==> src/rtl/opcode_pkg.sv <==
// Shared opcode encoding, instruction layout and field widths for the ALU
// issue front-end.
package opcode_pkg;

  localparam int unsigned OP_W      = 4;
  localparam int unsigned REG_IDX_W = 3;
  localparam int unsigned DATA_W    = 32;

  typedef enum logic [OP_W-1:0] {
    OP_NOP  = 4'h0,
    OP_ADD  = 4'h1,
    OP_SUB  = 4'h2,
    OP_AND  = 4'h3,
    OP_OR   = 4'h4,
    OP_XOR  = 4'h5,
    OP_LSL  = 4'h6,
    OP_LSR  = 4'h7,
    OP_ASR  = 4'h8,
    OP_SLT  = 4'h9,
    OP_SLTU = 4'hA,
    OP_MUL  = 4'hB,
    OP_SP1  = 4'hC,
    OP_SP2  = 4'hD,
    OP_RES1 = 4'hE,
    OP_RES2 = 4'hF
  } opcode_t;

  typedef struct packed {
    opcode_t              op;
    logic [REG_IDX_W-1:0] rd;
    logic [REG_IDX_W-1:0] rs1;
    logic [REG_IDX_W-1:0] rs2;
    logic [2:0]           pad;
  } instr_t;

  // Reserved opcodes and NOP never touch the register file.
  function automatic logic op_writes_rd(opcode_t op);
    return !(op == OP_NOP || op == OP_RES1 || op == OP_RES2);
  endfunction

  function automatic logic op_is_reserved(opcode_t op);
    return (op == OP_RES1 || op == OP_RES2);
  endfunction

endpackage

==> src/rtl/alu_regfile.sv <==
// 8x32 register file: two combinational read ports, a writeback port and a
// host write port. Writeback wins over the host port on the same register.
// Optional: ALU_ISSUE_R0_ZERO_EN hardwires r0 to zero.
module alu_regfile
  import opcode_pkg::*;
#(
  parameter int unsigned NREGS = 8
) (
  input  logic                 clk,
  input  logic                 rst,
  input  logic [REG_IDX_W-1:0] rd_addr_a,
  output logic [DATA_W-1:0]    rd_data_a,
  input  logic [REG_IDX_W-1:0] rd_addr_b,
  output logic [DATA_W-1:0]    rd_data_b,
  input  logic                 wb_en,
  input  logic [REG_IDX_W-1:0] wb_addr,
  input  logic [DATA_W-1:0]    wb_data,
  input  logic                 host_en,
  input  logic [REG_IDX_W-1:0] host_addr,
  input  logic [DATA_W-1:0]    host_data
);

  logic [DATA_W-1:0] regs_q [NREGS];
  logic [DATA_W-1:0] regs_d [NREGS];

  // Next register contents: host write first, writeback applied over it.
  always_comb begin
    regs_d = regs_q;
    if (host_en) regs_d[host_addr] = host_data;
    if (wb_en)   regs_d[wb_addr]   = wb_data;
`ifdef ALU_ISSUE_R0_ZERO_EN
    regs_d[0] = '0;
`endif
  end

  // Register storage, cleared by reset.
  always_ff @(posedge clk) begin
    if (rst) begin
      for (int unsigned i = 0; i < NREGS; i++) regs_q[i] <= '0;
    end else begin
      regs_q <= regs_d;
    end
  end

  // Read ports return pre-edge contents.
  always_comb begin
    rd_data_a = regs_q[rd_addr_a];
    rd_data_b = regs_q[rd_addr_b];
  end

endmodule

==> src/rtl/alu_issue.sv <==
// Issue/execute front-end ahead of the ALU: accepts an instruction, reads
// operands, waits for alu_done, writes back and returns the result.
// Optional: ALU_ISSUE_R0_ZERO_EN (r0 hardwired to zero, in alu_regfile).
module alu_issue
  import opcode_pkg::*;
#(
  parameter int unsigned NREGS = 8
) (
  input  logic                 clk,
  input  logic                 rst,
  input  logic                 instr_valid,
  output logic                 instr_ready,
  input  logic [15:0]          instr,
  input  logic                 host_wr_en,
  input  logic [REG_IDX_W-1:0] host_wr_addr,
  input  logic [DATA_W-1:0]    host_wr_data,
  output logic [OP_W-1:0]      alu_op,
  output logic [DATA_W-1:0]    alu_a,
  output logic [DATA_W-1:0]    alu_b,
  input  logic [DATA_W-1:0]    alu_result,
  input  logic                 alu_done,
  output logic                 res_valid,
  input  logic                 res_ready,
  output logic [DATA_W-1:0]    res_data,
  output logic [REG_IDX_W-1:0] res_rd,
  output logic                 res_err,
  output logic                 busy
);

  typedef enum logic [1:0] {S_IDLE, S_EXEC, S_RESP} state_t;

  state_t               state_q, state_d;
  opcode_t              op_q, op_d;
  logic [REG_IDX_W-1:0] rd_q, rd_d;
  logic [DATA_W-1:0]    a_q, a_d, b_q, b_d;
  logic [DATA_W-1:0]    res_data_q, res_data_d;
  logic [REG_IDX_W-1:0] res_rd_q, res_rd_d;
  logic                 res_err_q, res_err_d;

  instr_t               ins;
  logic [DATA_W-1:0]    rf_a, rf_b;
  logic                 wb_en;

  assign ins   = instr_t'(instr);
  assign wb_en = (state_q == S_EXEC) && alu_done && op_writes_rd(op_q);

  alu_regfile #(.NREGS(NREGS)) u_regfile (
    .clk       (clk),
    .rst       (rst),
    .rd_addr_a (ins.rs1),
    .rd_data_a (rf_a),
    .rd_addr_b (ins.rs2),
    .rd_data_b (rf_b),
    .wb_en     (wb_en),
    .wb_addr   (rd_q),
    .wb_data   (alu_result),
    .host_en   (host_wr_en),
    .host_addr (host_wr_addr),
    .host_data (host_wr_data)
  );

  // Next-state and datapath capture for the IDLE -> EXEC -> RESP sequence.
  always_comb begin
    state_d    = state_q;
    op_d       = op_q;
    rd_d       = rd_q;
    a_d        = a_q;
    b_d        = b_q;
    res_data_d = res_data_q;
    res_rd_d   = res_rd_q;
    res_err_d  = res_err_q;
    unique case (state_q)
      S_IDLE: if (instr_valid) begin
        op_d    = ins.op;
        rd_d    = ins.rd;
        a_d     = rf_a;
        b_d     = rf_b;
        state_d = S_EXEC;
      end
      S_EXEC: if (alu_done) begin
        res_data_d = (op_q == OP_NOP) ? '0 : alu_result;
        res_rd_d   = rd_q;
        res_err_d  = op_is_reserved(op_q);
        state_d    = S_RESP;
      end
      S_RESP: if (res_ready) state_d = S_IDLE;
      default: state_d = S_IDLE;
    endcase
  end

  // State and captured registers; reset abandons any in-flight instruction.
  always_ff @(posedge clk) begin
    if (rst) begin
      state_q    <= S_IDLE;
      op_q       <= OP_NOP;
      rd_q       <= '0;
      a_q        <= '0;
      b_q        <= '0;
      res_data_q <= '0;
      res_rd_q   <= '0;
      res_err_q  <= 1'b0;
    end else begin
      state_q    <= state_d;
      op_q       <= op_d;
      rd_q       <= rd_d;
      a_q        <= a_d;
      b_q        <= b_d;
      res_data_q <= res_data_d;
      res_rd_q   <= res_rd_d;
      res_err_q  <= res_err_d;
    end
  end

  // Outputs decoded from the registered state; ALU inputs are zero outside EXEC.
  always_comb begin
    instr_ready = (state_q == S_IDLE);
    busy        = (state_q != S_IDLE);
    res_valid   = (state_q == S_RESP);
    alu_op      = (state_q == S_EXEC) ? op_q : '0;
    alu_a       = (state_q == S_EXEC) ? a_q  : '0;
    alu_b       = (state_q == S_EXEC) ? b_q  : '0;
    res_data    = res_data_q;
    res_rd      = res_rd_q;
    res_err     = res_err_q;
  end

endmodule

==> config.mk <==
export PLATFORM = sky130hd
export DESIGN_NAME = alu_issue
export DESIGN_NICKNAME = d
export VERILOG_FILES = /design/src/rtl/opcode_pkg.sv /design/src/rtl/alu_regfile.sv /design/src/rtl/alu_issue.sv
export SDC_FILE = /design/constraint.sdc
export NUM_CORES = 1
export LEC_CHECK = 0
export BUFFER_PORTS_ARGS = -buffer_cell sky130_fd_sc_hd__buf_2
export CORE_AREA = 3 3 266 268
export DETAILED_ROUTE_END_ITERATION = 16
export DIE_AREA = 0 0 269 271
export SKIP_LAST_GASP = 1
export SLEW_MARGIN = 20
export SYNTH_ARGS = -nofsm -noshare
export SYNTH_HDL_FRONTEND = slang
export SYNTH_SLANG_ARGS = --single-unit
export TNS_END_PERCENT = 100
==> constraint.sdc <==
create_clock -name clk -period 2.6 [get_ports clk]
set_clock_uncertainty 0.2 [all_clocks]
set_input_delay 0.13 -clock clk [delete_from_list [all_inputs] [get_ports clk]]
set_output_delay 0.13 -clock clk [all_outputs]
set_load 0.005 [all_outputs]
======== Word level (Yosys, flattened, before mapping) ========
Cells that the tools add are included.
operators by class
  add/subtract/negate cells ............... 0
  $mul .................................... 0
  divide/modulo/power cells ............... 0
  $lt $le $gt $ge ......................... 6
  equality and inequality tests ........... 7
  shifts and indexed selects .............. 0
  muxes and demuxes ....................... 22
  bitwise gates (word level) .............. 4
  reduce and logical (&&, ||, !) cells .... 14
operators by type and width
  operator                                                                       number
  256-bit bitwise mux                                                            2
  256-bit two-way mux                                                            2
  32-bit two-way mux                                                             9
  32-bit binary-select mux with 3-bit select                                     2
  32-bit demux with 3-bit select                                                 2
  4-bit greater-or-equal comparator (second input constant)                      4
  3-bit NOT with 4-bit output                                                    4
  4-bit == test (second input constant)                                          2
  4-bit by 1-bit less-than comparator with 1-bit output (second input constant)  2
  2-bit two-way mux                                                              3
  2-bit one-hot mux with 3 select lines                                          1
  1-bit logical AND                                                              4
  4-bit logical NOT                                                              1
  4-bit two-way mux                                                              1
  2-bit inequality test (second input constant)                                  2
  2-bit AND reduction                                                            2
  1-bit logical OR                                                               3
  3-bit AND reduction                                                            1
  2-bit by 1-bit == test with 1-bit output (second input constant)               1
  2-bit == test (second input constant)                                          1
  2-bit logical NOT                                                              1
  2-bit by 1-bit inequality test with 1-bit output (second input constant)       1
  2-bit nonzero test                                                             1
  1-bit logical NOT                                                              1
storage, ports and cells
  register bits ........................... 365
  latch bits .............................. 0
  memory bits (writable) .................. 0
  ROM bits ................................ 0
  input port bits ......................... 89
  output and inout bits ................... 107
  logic and storage cells ................. 69
  memories kept ........................... 0

======== Longest topological paths before layout ========
  depth in word-level cells ............... 9
  depth in mapped cells ................... 7
  mapped depth without buffers ............ 4

======== Hierarchy ========
From an unflattened synthesis, not the netlist that was laid out.
unflattened totals
  cell total of the unflattened synthesis .. 2301
  area total of the unflattened synthesis .. 20175.6 µm²
by module, submodules not included
  module       instances  cells an instance  area an instance (µm²)  seq. area each (µm²)
  alu_regfile  1          1742               15581.2                 5124.9
  alu_issue    1          559                4594.4                  2182.1

======== Worst setup path before layout ========
No wires, ideal clock.
  kind .................................... flip-flop to flip-flop
  start ................................... reg op_q[3]
  end ..................................... reg res_data_q[10], in the netlist res_data[10]
  arrival ................................. 1.581 ns
  data required time ...................... 2.272 ns
  path slack .............................. 0.691 ns
  stages on the path, launching flop included .. 8
  cells stage by stage .................... dfxtp_1 or4_4 buf_6 and2_4 buf_6 buf_6 a22oi_2 nor2_1
on the way
  longest elaborated chain between the ends .. 2
RTL lines
  element                   line              source
  start: declaration        alu_issue.sv:33   opcode_t op_q, op_d;
  start signal: assignment  alu_issue.sv:104  op_q <= op_d;
  4-bit logical NOT         alu_issue.sv:81   res_data_d = (op_q == OP_NOP) ? '0 : alu_result;
  32-bit two-way mux        alu_issue.sv:81
  end signal: assignment    alu_issue.sv:108  res_data_q <= res_data_d;
  end: declaration          alu_issue.sv:36   logic [DATA_W-1:0] res_data_q, res_data_d;
No other way between the ends.
A chain may end at the register's enable or synchronous reset.

======== Worst setup path in the final report ========
  start ................................... reg state_q[1]
  end ..................................... reg op_q[3]
on the way
  longest elaborated chain between the ends .. 2
RTL lines
  element                        line              source
  start: declaration             alu_issue.sv:32   state_t state_q, state_d;
  start signal: assignment       alu_issue.sv:103  state_q <= state_d;
  2-bit logical NOT              alu_issue.sv:72   unique case (state_q)
  2-bit AND reduction (no line)  -
No other way between the ends.

==> flow_metrics.py <==
metrics = {
    "status": {
        "status": "completed",
    },
    "logic_synthesis": {
        "yosys_register_bits": 365,
        "ys_warn_count": 0,
        "synth_commonest_cells": "dfxtp_1 (365), nor2_1 (355), mux2i_1 (257)",
        "syn_avg_cell_area_sq_um": 10.7,
        "netlist.area_leader.share_pct": 35.5,
        "synthFlopType": "dfxtp_1",
        "synth-seq-area-share_pct": 35.5,
        "synthArstFlopShare_pct": 0,
        "synth.top_cells.by_area": "dfxtp_1 (36%), mux4_2 (14%), a211oi_2 (14%)",
        "yosysMostFrequentCell": "dfxtp_1",
        "postSynthCellCount": 1915,
        "synth_edf_count": 0,
        "synth_area_leader_cell": "dfxtp_1",
        "syn_area_sq_mm": 0.0206,
        "synth_nets": 2004,
        "synth_cell_types": 35,
    },
    "timing": {
        "worst_slack_ps": 225,
        "finalSetupViolations": 0,
        "fin_tns_setup_ps": 0,
        "relSlewSlack_pct": 46.5,
        "rsz0062_at_grt": "false",
        "whs_ps": 17.3,
        "slew_violations": 0,
        "period_needed_ps": 2370,
        "worst-slew-pin-transition_ps": 803,
        "max_freq_mhz": 421,
        "finalHoldViolCount": 0,
        "post-route-period-util_pct": 91.3,
    },
    "setup_path": {
        "cp-start-kind": "flip-flop",
        "cp_slowest_stage_delay_ps": 560,
        "r2r_start": "state_q[1]$_SDFFE_PP0P_",
        "worst_ep_required_time_ps": 2900,
        "worstSetupPathType": "flip-flop to flip-flop",
        "r2r.worst_path.cells": 6,
        "worst_r2r_endpoint": "op_q[3]$_SDFFE_PP0P_",
        "crit_arrival_ps": 2680,
        "path_cells": "nor3b_2 > buf_4 > buf_4 > nand2_1 > a21oi_1 > dlygate4sd3_1",
        "crit_path_end_kind": "flip-flop",
        "rrSetupSlack_ps": 230,
        "cpMostUsedCell": "buf_4",
        "cp_max_fo": 46,
        "critPathSlowestCell": "dlygate4sd3_1",
    },
    "clock_tree": {
        "clockBufferDepth": 3,
        "numCtsBuffers": 44,
        "path_clk_slew_ps": 60,
        "numClockSinks": 365,
        "htree_levels": 2,
        "ctsRootBufferMaster": "clkbuf_16",
        "cts_tree": "done",
        "insertion_delay_ps": 580,
    },
    "floorplan": {
        "die_x_um": 269,
        "dieArea_sq_mm": 0.0729,
        "start_util_pct": 30.0,
        "fp.dieH_um": 271,
        "row_count": 96,
        "coreArea_sq_mm": 0.0686,
        "ios": 196,
    },
    "pwr": {
        "p_leak_nw": 9.59,
        "power-per-cell-area_mw_per_mm2": 557,
        "vdd_ir_drop_max_uv": 424,
        "total_power_mw": 13.8,
    },
    "hold_path": {
        "hold_depth": 4,
        "hold_path_startpoint": "alu_done",
        "holdPathEnd": "state_q[1]$_SDFFE_PP0P_",
        "hold_class": "input pin to flip-flop",
    },
    "global_routing": {
        "grt_pass1_wl_um": 102000,
        "grt_max_degree": 69,
        "grt_usage_pct": 18.3,
        "grt_pass1_vias": 16261,
        "antenna_found_initial": 3,
        "grt_overflow_total": 0,
    },
    "layout": {
        "layout.cells.non_filler": 3017,
        "area_growth_pct": 20.0,
        "finalNetCount": 2143,
        "drive_gt1_share_pct": 35.2,
    },
    "route": {
        "drc": 0,
        "detail_route.wl_per_cell_um": 22.5,
        "firstDrtPassIters": 5,
        "via_per_inst": 5.30,
        "drt-initial-drc-count": 1266,
        "postRouteAntennaNets": 0,
        "drt-total-wl_um": 67800,
        "vias": 16003,
    },
    "placement": {
        "gp_congestion": 0.781,
        "dpl.hpwl_um": 41700,
        "io_buffers": 192,
        "dp.cells": 2853,
        "dp_slack_ps": 341,
    },
    "flow_run": {
        "maxCapViolCount": 0,
    },
}
-- metal layers --
| metal | track usage [%] | vias up | wire length, um |
|---|---|---|---|
| met4 | 5.22 | 2 | 1650 |
| met3 | 2.95 | 98 | 3890 |
| met1 | 24.3 | 8041 | 29400 |
| li1 | - | 7338 | - |
| met2 | 30.6 | 524 | 32800 |
| met5 | 0 | - | 13 |
-- worst max path at each step --
stage                     slack (ps)                              end                     from  depth (start not counted)
after floorplan                  690        res_data[10]$_SDFFE_PP0P_     op_q[3]$_SDFFE_PP0P_                          7
after global placement           400  u_regfile.regs_q[56]$_SDFF_PP0_  state_q[0]$_SDFFE_PP0P_                          6
after detailed placement         340  u_regfile.regs_q[61]$_SDFF_PP0_     op_q[3]$_SDFFE_PP0P_                          5
after CTS                        120   u_regfile.regs_q[2]$_SDFF_PP0_     op_q[3]$_SDFFE_PP0P_                          5
after global routing              30             op_q[2]$_SDFFE_PP0P_  state_q[1]$_SDFFE_PP0P_                          6
final                            230             op_q[3]$_SDFFE_PP0P_  state_q[1]$_SDFFE_PP0P_                          6
-- state kept, by name, indices dropped and copies added, names as in the netlist --
register,cells
u_regfile.regs_q,256
a_q,32
rd_q,3
res_rd,3
b_q,32
res_err,1
op_q,4
state_q,2
res_data,32
-- cells by family after synthesis --
| group | synth area share, % |
|---|---|
| flops | 35.5 |
| simple gates | 12.5 |
| mux | 26.5 |
| buf+inv | 6.47 |
| compound gates | 18.9 |
-- per-stage QoR --
stage                     util [%]  cell area (sq um)
final                         36.0              24700
after global placement        32.7              22400
after global routing          36.0              24700
after floorplan                  -              20600
after CTS                     35.9              24600
after detailed placement      32.7              22400
-- area by class of cell --
type / instances / area (sq um)
multi-input combinational: 1297 / 12000
fill: 6775 / 43900
clock buffer: 61 / 1250
inverter: 2 / 7.51
timing repair buffer: 344 / 2840
clock inverter: 16 / 128
antenna: 1 / 2.50
tap: 931 / 1160
sequential: 365 / 7310
-- worst max-delay path, delay by kind of cell, from the launching register on --
family	cells	cell delay (ps)
buf+inv	3	1250
compound gates	1	150
flops	1	380
simple gates	2	320
-- placed cells by master, fill, tap and decap left out, drive strengths merged, types with 2 or more instances in the layout --
cell type    Yosys  layout
clkinv           0      14
nor3b            6       6
nor2           355     355
o22ai           64      64
nor2b            2       2
and2            69      69
nand2b           4       4
inv              2       3
buf            122     261
nor3            68      68
clkbuf         129      61
mux2i          257     257
and3b            4       4
a21oi           12      12
a22oi           32      32
nand2           24      24
dlygate4sd3      0      83
nand4b           3       3
mux4           128     128
nand4            9       9
dfxtp          365     365
a211oi         256     256
-- power by group --
part           total [mW]  switching, mW  internal (mW)
registers            5.97          0.150           5.82
clock network        5.97           2.50           3.47
logic                1.81           1.04          0.770
-- what timing repair did --
| action | CTS | global route |
|---|---|---|
| endpoints found under the setup margin | 0 | 1 |
| gates resized for setup | 0 | 0 |
| buffers inserted | 0 | 3 |
| hold buffers | 83 | 0 |
| endpoints found under the hold margin | 307 | 0 |
No activity file was read; power rests on OpenSTA's default activity.
